<file path="config.mk">
export PLATFORM = sky130hd
export DESIGN_NAME = dm_mem_arbiter_flat
export DESIGN_NICKNAME = d
export VERILOG_FILES = /design/src/rtl/dm_mem_arbiter_pkg.sv /design/src/rtl/dm_mem_arbiter_if.sv /design/src/rtl/dm_mem_arbiter_rr_arb2.sv /design/src/rtl/dm_mem_arbiter.sv /design/src/flat_wrapper.sv
export SDC_FILE = /design/constraint.sdc
export NUM_CORES = 1
export LEC_CHECK = 0
export ABC_CLOCK_PERIOD_IN_PS = 2800
export CORE_AREA = 2 2 108 110
export CTS_CLUSTER_DIAMETER = 150
export DETAILED_ROUTE_END_ITERATION = 12
export DIE_AREA = 0 0 110 112
export PLACE_DENSITY = 0.54
export SLEW_MARGIN = 20
export SYNTH_ARGS = -nofsm -noshare
export SYNTH_HDL_FRONTEND = slang
export SYNTH_SLANG_ARGS = --single-unit
</file>
<file path="constraint.sdc">
create_clock -name clk_i -period 2.8 [get_ports clk_i]
set_input_delay 0.42 -clock clk_i [delete_from_list [all_inputs] [get_ports clk_i]]
set_output_delay 0.42 -clock clk_i [all_outputs]
set_load 0.05 [all_outputs]
</file>
<file path="src/rtl/dm_mem_arbiter_pkg.sv">
// Shared types and constants for the debug-memory arbiter slice.
package dm_mem_arbiter_pkg;

  // Requester identifiers; also the encoding of the response-stage owner bit.
  typedef enum logic {
    REQ_IF = 1'b0,
    REQ_D  = 1'b1
  } req_id_e;

  localparam int unsigned DM_ADDR_BITS = 12;

  // Response-stage record layout {valid, owner, err}.
  localparam int unsigned STG_ERR   = 0;
  localparam int unsigned STG_OWNER = 1;
  localparam int unsigned STG_VALID = 2;
  localparam int unsigned STG_W     = 3;

endpackage

</file>
<file path="src/rtl/dm_mem_arbiter_if.sv">
// Bus bundle for the arbiter: fetch port, data port and the dm_mem slave port.
interface dm_mem_arbiter_if #(
  parameter int unsigned BusWidth = 32
);
  logic                    if_req_i;
  logic [BusWidth-1:0]     if_addr_i;
  logic                    if_gnt_o;
  logic                    if_rvalid_o;
  logic [BusWidth-1:0]     if_rdata_o;
  logic                    if_err_o;

  logic                    d_req_i;
  logic                    d_we_i;
  logic [BusWidth-1:0]     d_addr_i;
  logic [BusWidth-1:0]     d_wdata_i;
  logic [BusWidth/8-1:0]   d_be_i;
  logic                    d_gnt_o;
  logic                    d_rvalid_o;
  logic [BusWidth-1:0]     d_rdata_o;
  logic                    d_err_o;

  logic                    req_o;
  logic                    we_o;
  logic [BusWidth-1:0]     addr_o;
  logic [BusWidth-1:0]     wdata_o;
  logic [BusWidth/8-1:0]   be_o;
  logic [BusWidth-1:0]     rdata_i;

  // Arbiter side.
  modport slave (
    input  if_req_i, if_addr_i,
    input  d_req_i, d_we_i, d_addr_i, d_wdata_i, d_be_i,
    input  rdata_i,
    output if_gnt_o, if_rvalid_o, if_rdata_o, if_err_o,
    output d_gnt_o, d_rvalid_o, d_rdata_o, d_err_o,
    output req_o, we_o, addr_o, wdata_o, be_o
  );

  // Environment side: core requesters plus dm_mem.
  modport master (
    output if_req_i, if_addr_i,
    output d_req_i, d_we_i, d_addr_i, d_wdata_i, d_be_i,
    output rdata_i,
    input  if_gnt_o, if_rvalid_o, if_rdata_o, if_err_o,
    input  d_gnt_o, d_rvalid_o, d_rdata_o, d_err_o,
    input  req_o, we_o, addr_o, wdata_o, be_o
  );
endinterface

</file>
<file path="src/rtl/dm_mem_arbiter_rr_arb2.sv">
// Two-way round-robin arbiter; grant is combinational in the request cycle.
module dm_rr_arb2
  import dm_mem_arbiter_pkg::*;
(
  input  logic       clk_i,
  input  logic       rst_ni,
  input  logic [1:0] req_i,   // [0] fetch, [1] data
  output logic [1:0] gnt_o
);

  // Requester that wins the next conflict; the opposite of the last grant.
  req_id_e prio_q, prio_d;

  // Priority register, fetch favoured out of reset.
  always_ff @(posedge clk_i or negedge rst_ni) begin
    if (!rst_ni) prio_q <= REQ_IF;
    else         prio_q <= prio_d;
  end

  // Hand priority to the other requester only when a grant happens.
  always_comb begin
    prio_d = prio_q;
    if (gnt_o[0])      prio_d = REQ_D;
    else if (gnt_o[1]) prio_d = REQ_IF;
  end

  // Grant a lone requester directly; resolve conflicts by priority.
  always_comb begin
    gnt_o = '0;
    unique case (req_i)
      2'b01:   gnt_o = 2'b01;
      2'b10:   gnt_o = 2'b10;
      2'b11:   gnt_o = (prio_q == REQ_IF) ? 2'b01 : 2'b10;
      default: gnt_o = '0;
    endcase
  end

endmodule

</file>
<file path="src/rtl/dm_mem_arbiter.sv">
// Shares the dm_mem slave port between the fetch and data ports, decodes the
// debug window and returns in-order responses after a fixed latency.
module dm_mem_arbiter
  import dm_mem_arbiter_pkg::*;
#(
  parameter int unsigned         BusWidth      = 32,
  parameter logic [BusWidth-1:0] DmBaseAddress = '0,
  parameter int unsigned         DmAddrBits    = DM_ADDR_BITS,
  parameter int unsigned         RspLatency    = 1
) (
  input logic            clk_i,
  input logic            rst_ni,
  dm_mem_arbiter_if.slave bus
);

  logic [1:0]          req_vec;
  logic [1:0]          gnt;
  logic                win_d;
  logic                any_gnt;
  logic                in_win;
  logic [BusWidth-1:0] win_addr;
  logic [STG_W-1:0]    stg_in;
  logic [STG_W-1:0]    stg_q [RspLatency];
  logic [STG_W-1:0]    stg_last;

  // Requests are masked while reset is asserted so no grant leaks out.
  assign req_vec = {bus.d_req_i, bus.if_req_i} & {2{rst_ni}};

  dm_rr_arb2 u_arb (
    .clk_i (clk_i),
    .rst_ni(rst_ni),
    .req_i (req_vec),
    .gnt_o (gnt)
  );

  assign win_d         = gnt[1];
  assign any_gnt       = |gnt;
  assign win_addr      = win_d ? bus.d_addr_i : bus.if_addr_i;
  assign in_win        = (win_addr[BusWidth-1:DmAddrBits] ==
                          DmBaseAddress[BusWidth-1:DmAddrBits]);
  assign bus.if_gnt_o  = gnt[0];
  assign bus.d_gnt_o   = gnt[1];

  // Drive dm_mem only for an in-window grant; fetch never writes.
  always_comb begin
    bus.req_o   = 1'b0;
    bus.we_o    = 1'b0;
    bus.addr_o  = '0;
    bus.wdata_o = '0;
    bus.be_o    = '0;
    if (any_gnt && in_win) begin
      bus.req_o  = 1'b1;
      bus.addr_o = win_addr;
      if (win_d) begin
        bus.we_o    = bus.d_we_i;
        bus.wdata_o = bus.d_wdata_i;
        bus.be_o    = bus.d_be_i;
      end
    end
  end

  // Record for the response pipeline; out-of-window grants carry err.
  always_comb begin
    stg_in = '0;
    if (any_gnt) begin
      stg_in[STG_VALID] = 1'b1;
      stg_in[STG_OWNER] = win_d;
      stg_in[STG_ERR]   = ~in_win;
    end
  end

  // Response shift register; reset discards anything in flight.
  always_ff @(posedge clk_i or negedge rst_ni) begin
    if (!rst_ni) begin
      for (int unsigned i = 0; i < RspLatency; i++) stg_q[i] <= '0;
    end else begin
      stg_q[0] <= stg_in;
      for (int unsigned i = 1; i < RspLatency; i++) stg_q[i] <= stg_q[i-1];
    end
  end

  assign stg_last = stg_q[RspLatency-1];

  // Route the last stage to its owner; error responses return zero data.
  always_comb begin
    bus.if_rvalid_o = 1'b0;
    bus.if_rdata_o  = '0;
    bus.if_err_o    = 1'b0;
    bus.d_rvalid_o  = 1'b0;
    bus.d_rdata_o   = '0;
    bus.d_err_o     = 1'b0;
    if (stg_last[STG_VALID]) begin
      if (stg_last[STG_OWNER] == REQ_D) begin
        bus.d_rvalid_o = 1'b1;
        bus.d_err_o    = stg_last[STG_ERR];
        bus.d_rdata_o  = stg_last[STG_ERR] ? '0 : bus.rdata_i;
      end else begin
        bus.if_rvalid_o = 1'b1;
        bus.if_err_o    = stg_last[STG_ERR];
        bus.if_rdata_o  = stg_last[STG_ERR] ? '0 : bus.rdata_i;
      end
    end
  end

endmodule

</file>
<file path="src/flat_wrapper.sv">
// flat-port wrapper written by rule: the top's interface ports become plain ports
module dm_mem_arbiter_flat import dm_mem_arbiter_pkg::*;
#(
  parameter int unsigned         BusWidth      = 32,
  parameter logic [BusWidth-1:0] DmBaseAddress = '0,
  parameter int unsigned         DmAddrBits    = DM_ADDR_BITS,
  parameter int unsigned         RspLatency    = 1
)
  (clk_i, rst_ni, bus_if_req_i, bus_if_addr_i, bus_d_req_i, bus_d_we_i, bus_d_addr_i, bus_d_wdata_i, bus_d_be_i, bus_rdata_i, bus_if_gnt_o, bus_if_rvalid_o, bus_if_rdata_o, bus_if_err_o, bus_d_gnt_o, bus_d_rvalid_o, bus_d_rdata_o, bus_d_err_o, bus_req_o, bus_we_o, bus_addr_o, bus_wdata_o, bus_be_o);
  dm_mem_arbiter_if #(.BusWidth(BusWidth)) bus_i ();
  input logic clk_i;
  input logic rst_ni;
  input wire logic [$bits(bus_i.if_req_i)-1:0] bus_if_req_i;
  input wire logic [$bits(bus_i.if_addr_i)-1:0] bus_if_addr_i;
  input wire logic [$bits(bus_i.d_req_i)-1:0] bus_d_req_i;
  input wire logic [$bits(bus_i.d_we_i)-1:0] bus_d_we_i;
  input wire logic [$bits(bus_i.d_addr_i)-1:0] bus_d_addr_i;
  input wire logic [$bits(bus_i.d_wdata_i)-1:0] bus_d_wdata_i;
  input wire logic [$bits(bus_i.d_be_i)-1:0] bus_d_be_i;
  input wire logic [$bits(bus_i.rdata_i)-1:0] bus_rdata_i;
  output wire logic [$bits(bus_i.if_gnt_o)-1:0] bus_if_gnt_o;
  output wire logic [$bits(bus_i.if_rvalid_o)-1:0] bus_if_rvalid_o;
  output wire logic [$bits(bus_i.if_rdata_o)-1:0] bus_if_rdata_o;
  output wire logic [$bits(bus_i.if_err_o)-1:0] bus_if_err_o;
  output wire logic [$bits(bus_i.d_gnt_o)-1:0] bus_d_gnt_o;
  output wire logic [$bits(bus_i.d_rvalid_o)-1:0] bus_d_rvalid_o;
  output wire logic [$bits(bus_i.d_rdata_o)-1:0] bus_d_rdata_o;
  output wire logic [$bits(bus_i.d_err_o)-1:0] bus_d_err_o;
  output wire logic [$bits(bus_i.req_o)-1:0] bus_req_o;
  output wire logic [$bits(bus_i.we_o)-1:0] bus_we_o;
  output wire logic [$bits(bus_i.addr_o)-1:0] bus_addr_o;
  output wire logic [$bits(bus_i.wdata_o)-1:0] bus_wdata_o;
  output wire logic [$bits(bus_i.be_o)-1:0] bus_be_o;
  assign bus_i.if_req_i = bus_if_req_i;
  assign bus_i.if_addr_i = bus_if_addr_i;
  assign bus_i.d_req_i = bus_d_req_i;
  assign bus_i.d_we_i = bus_d_we_i;
  assign bus_i.d_addr_i = bus_d_addr_i;
  assign bus_i.d_wdata_i = bus_d_wdata_i;
  assign bus_i.d_be_i = bus_d_be_i;
  assign bus_i.rdata_i = bus_rdata_i;
  assign bus_if_gnt_o = bus_i.if_gnt_o;
  assign bus_if_rvalid_o = bus_i.if_rvalid_o;
  assign bus_if_rdata_o = bus_i.if_rdata_o;
  assign bus_if_err_o = bus_i.if_err_o;
  assign bus_d_gnt_o = bus_i.d_gnt_o;
  assign bus_d_rvalid_o = bus_i.d_rvalid_o;
  assign bus_d_rdata_o = bus_i.d_rdata_o;
  assign bus_d_err_o = bus_i.d_err_o;
  assign bus_req_o = bus_i.req_o;
  assign bus_we_o = bus_i.we_o;
  assign bus_addr_o = bus_i.addr_o;
  assign bus_wdata_o = bus_i.wdata_o;
  assign bus_be_o = bus_i.be_o;
  dm_mem_arbiter #(.BusWidth(BusWidth), .DmBaseAddress(DmBaseAddress), .DmAddrBits(DmAddrBits), .RspLatency(RspLatency)) u_core (.clk_i(clk_i), .rst_ni(rst_ni), .bus(bus_i));
endmodule
</file>
==> impl_metrics.csv <==
group,metric,value,unit
worst_setup_path,cp.required,2.38,ns
floorplanning,num_rows,39,
synth,synth_edf_count,0,
synth,synthDistinctLibCells,21,
sta,final_max_slew_viol_count,0,
min_path,hp-class,"in2async",
clock_network,cts-htree-levels,1,
global_route,grt_use_met1,14.0,%
synth,ys_ff_latch,4,
floorplanning,num_io_pins,277,
sta,finalWorstSetupSlack,0.0501,ns
global_route,met2_usage,27.6,%
drt,drt_wl_total,9.38,mm
worst_setup_path,r2r_cells,7,
worst_setup_path,critPathKind,"in2out",
worst_setup_path,worstSetupEndpointType,"output port",
power_and_ir_drop,p_leak,2.21,nW
drt,drt_pre_antenna_iters,3,
clock_network,cts.sinks,4,
drt,wl_per_cell,14.3,µm
synth,netlist_top_cells_count,"nor2_1 (64), and2_1 (38), nand2b_1 (34)",
sta,setup_viol,0,
worst_setup_path,crit_path_start_kind,"primary input",
worst_setup_path,r2r_setup_slack,0.91,ns
sta,fmax,364,MHz
synth,synth.most_common_cell,"nor2_1",
status,outcome,"finished clean",
sta,clock_skew,0.00283,ns
synth,ys.flop_type,"dfrtp_1",
floorplanning,core_area,11200,µm²
sta,slew_headroom,50.2,%
clock_network,numCtsBuffers,3,
synth,synth_top_cell_by_area,"nor2_1",
place,gp_congestion,0.792,
global_route,grt_max_degree,35,
drt,vias,2611,
sta,hold_violations,0,
cells_and_area,area_growth,237,%
synth,yosysTopAreaCellShare,16.5,%
synth,syn_area_per_cell,5.83,µm²
clock_network,cts_buffer_depth,2,
cells_and_area,fillers,1094,
drt,drt_iter0_drc,88,
sta,fin_crit_sh,98.2,%
global_route,met3_usage,5.04,%
floorplanning,chipHeight,112,µm
synth,async_flop_share,100,%
cells_and_area,finalNetCount,652,
clock_network,clock_latency,0.23,ns
clock_network,clkTransAtPathRegs,0.03,ns
floorplanning,design.die.area,12300,µm²
worst_setup_path,startpoint,"bus_if_addr_i[30]",
sta,hold_slack,0.250,ns
power_and_ir_drop,ir_drop,0.157,mV
worst_setup_path,crit_path_end,"bus_addr_o[1]",
drt,drtAntennaViolNets,0,
synth,synth_cells,250,
synth,seq_area_frac_synth,6.87,%
global_route,grt_pass1_wl,13.5,mm
worst_setup_path,timing.rr.start,"u_core.u_arb.prio_q",
cells_and_area,drive_above_1_share,29.8,%
clock_network,cts_tree,"built",
cells_and_area,num_antenna_cells,0,
flow_run,maxCapViolations,0,
global_route,grt_overflow_total,0,
global_route,grtUsageTotal,14.1,%
clock_network,clockRootBuffer,"clkbuf_16",
drt,route.detailed.drc,0,
synth,synth_area_leaders,"nor2_1 (16%), and2_1 (16%), nand2b_1 (15%)",
worst_setup_path,arrival,2.33,ns
global_route,antenna_found_initial,0,
place,post-place-ws,-0.374,ns
global_route,top_usage_layer,"met2",
sta,tightest_slew,0.747,ns
synth,syn_area,1460,µm²
place,io_buffer_count,256,
worst_setup_path,cp_max_fo,7,
drt,viasPerCell,3.98,
global_route,grt_pass1_vias,2630,
place,dp_hpwl,8.28,mm
power_and_ir_drop,power.density,170,nW/µm²
clock_network,cts_hold_buf,0,
sta,min_period,2.75,ns
worst_setup_path,r2r_end,"u_core.stg_last[0]",
floorplanning,initial_core_util,13.0,%
synth,ys_warn_count,0,
floorplanning,fp.dieW,110,µm
==> report_power, final <==
part           internal (mW)  switching [mW]  total, mW  leakage [nW]
registers             0.0638          0.0103     0.0741        0.0499
logic                  0.235           0.298      0.533          2.12
clock network          0.183          0.0440      0.227        0.0370
total                  0.481           0.353      0.834          2.21
==> flip-flops by register name, indices dropped and copies added (netlist names) <==
name / count
u_core.stg_last: 3
u_core.u_arb.prio_q: 1
==> layer usage <==
layer	wire (µm)	vias to the layer above
li1	-	1281
met1	3100	1160
met2	5000	165
met3	1210	5
met4	66	0
met5	0	-
==> what timing repair did <==
action | 4_1_cts | 5_1_grt
endpoints found under the setup margin | 50 | 49
setup buffers | 3 | 1
pin swaps | 21 | 13
gates cloned | 1 | 0
resized for setup | 60 | 24
==> critical path: stages <==
cell and delay [ns]:
clkbuf_2 0.08, or4_4 0.52, or4_4 0.59, buf_12 0.18
a221oi_2 0.26, buf_4 0.15, buf_12 0.12
==> worst min-delay path by stage <==
stage                              from             endpoint  slack, ns  cells after the start
global placement    u_core.u_arb.prio_q  u_core.u_arb.prio_q       0.49                      1
finish                           rst_ni  u_core.u_arb.prio_q       0.25                      2
detailed placement  u_core.u_arb.prio_q  u_core.u_arb.prio_q       0.51                      1
floorplan                        rst_ni   u_core.stg_last[0]       0.12                      0
CTS                              rst_ni  u_core.u_arb.prio_q       0.25                      2
global route                     rst_ni   u_core.stg_last[2]       0.28                      2
==> layout make-up <==
cell class	instances	area, µm²	share of cell area [%]
clock buffer	3	75.1	1.53
inverter	5	18.8	0.382
multi-input combinational	220	1370	27.9
sequential	4	100	2.04
tap	143	179	3.64
timing repair buffer	281	3170	64.5
==> kinds of logic (layout without fill, tap and decap cells) <==
logic type	count (synthesis)	after routing	share of synthesized area (%)
AND/OR/NAND/NOR	184	184	63.4
buffers and inverters	45	289	17.4
AO/OA/AOI/OAI	16	16	12.0
flip-flops	4	4	6.87
other	1	20	0.257
==> per-stage QoR <==
| stage | utilization (%) | std cells | setup TNS, ns | power [mW] | area (µm²) |
|---|---|---|---|---|---|
| global route | 43.9 | 656 | -0.00557 | 0.877 | 4910 |
| finish | 43.9 | 656 | 0 | 0.834 | 4910 |
| CTS | 43.7 | 655 | 0 | 0.841 | 4880 |
| floorplan | - | 269 | -1.91 | 0.363 | 1630 |
| detailed placement | 42.4 | 648 | -4.57 | 0.624 | 4740 |
| global placement | 42.4 | 648 | -4.01 | 0.622 | 4740 |
==> placed cells by master, fill, tap and decap left out, types with 2 or more instances in the layout <==
cell type and count:
nand2b_1 34, clkbuf_2 7, nand2_1 32, dlygate4sd2_1 29, nor4_2 6, buf_6 2
a221oi_4 9, buf_12 55, dfrtp_1 4, nor4_1 2, and3_1 2, clkdlybuf4s15_1 6
a221oi_2 3, inv_1 5, conb_1 20, buf_4 59, and2_1 38, or4_4 4
clkbuf_16 3, clkdlybuf4s50_1 121, nor2_1 64
Note: power is estimated with default switching activity, not from simulation.
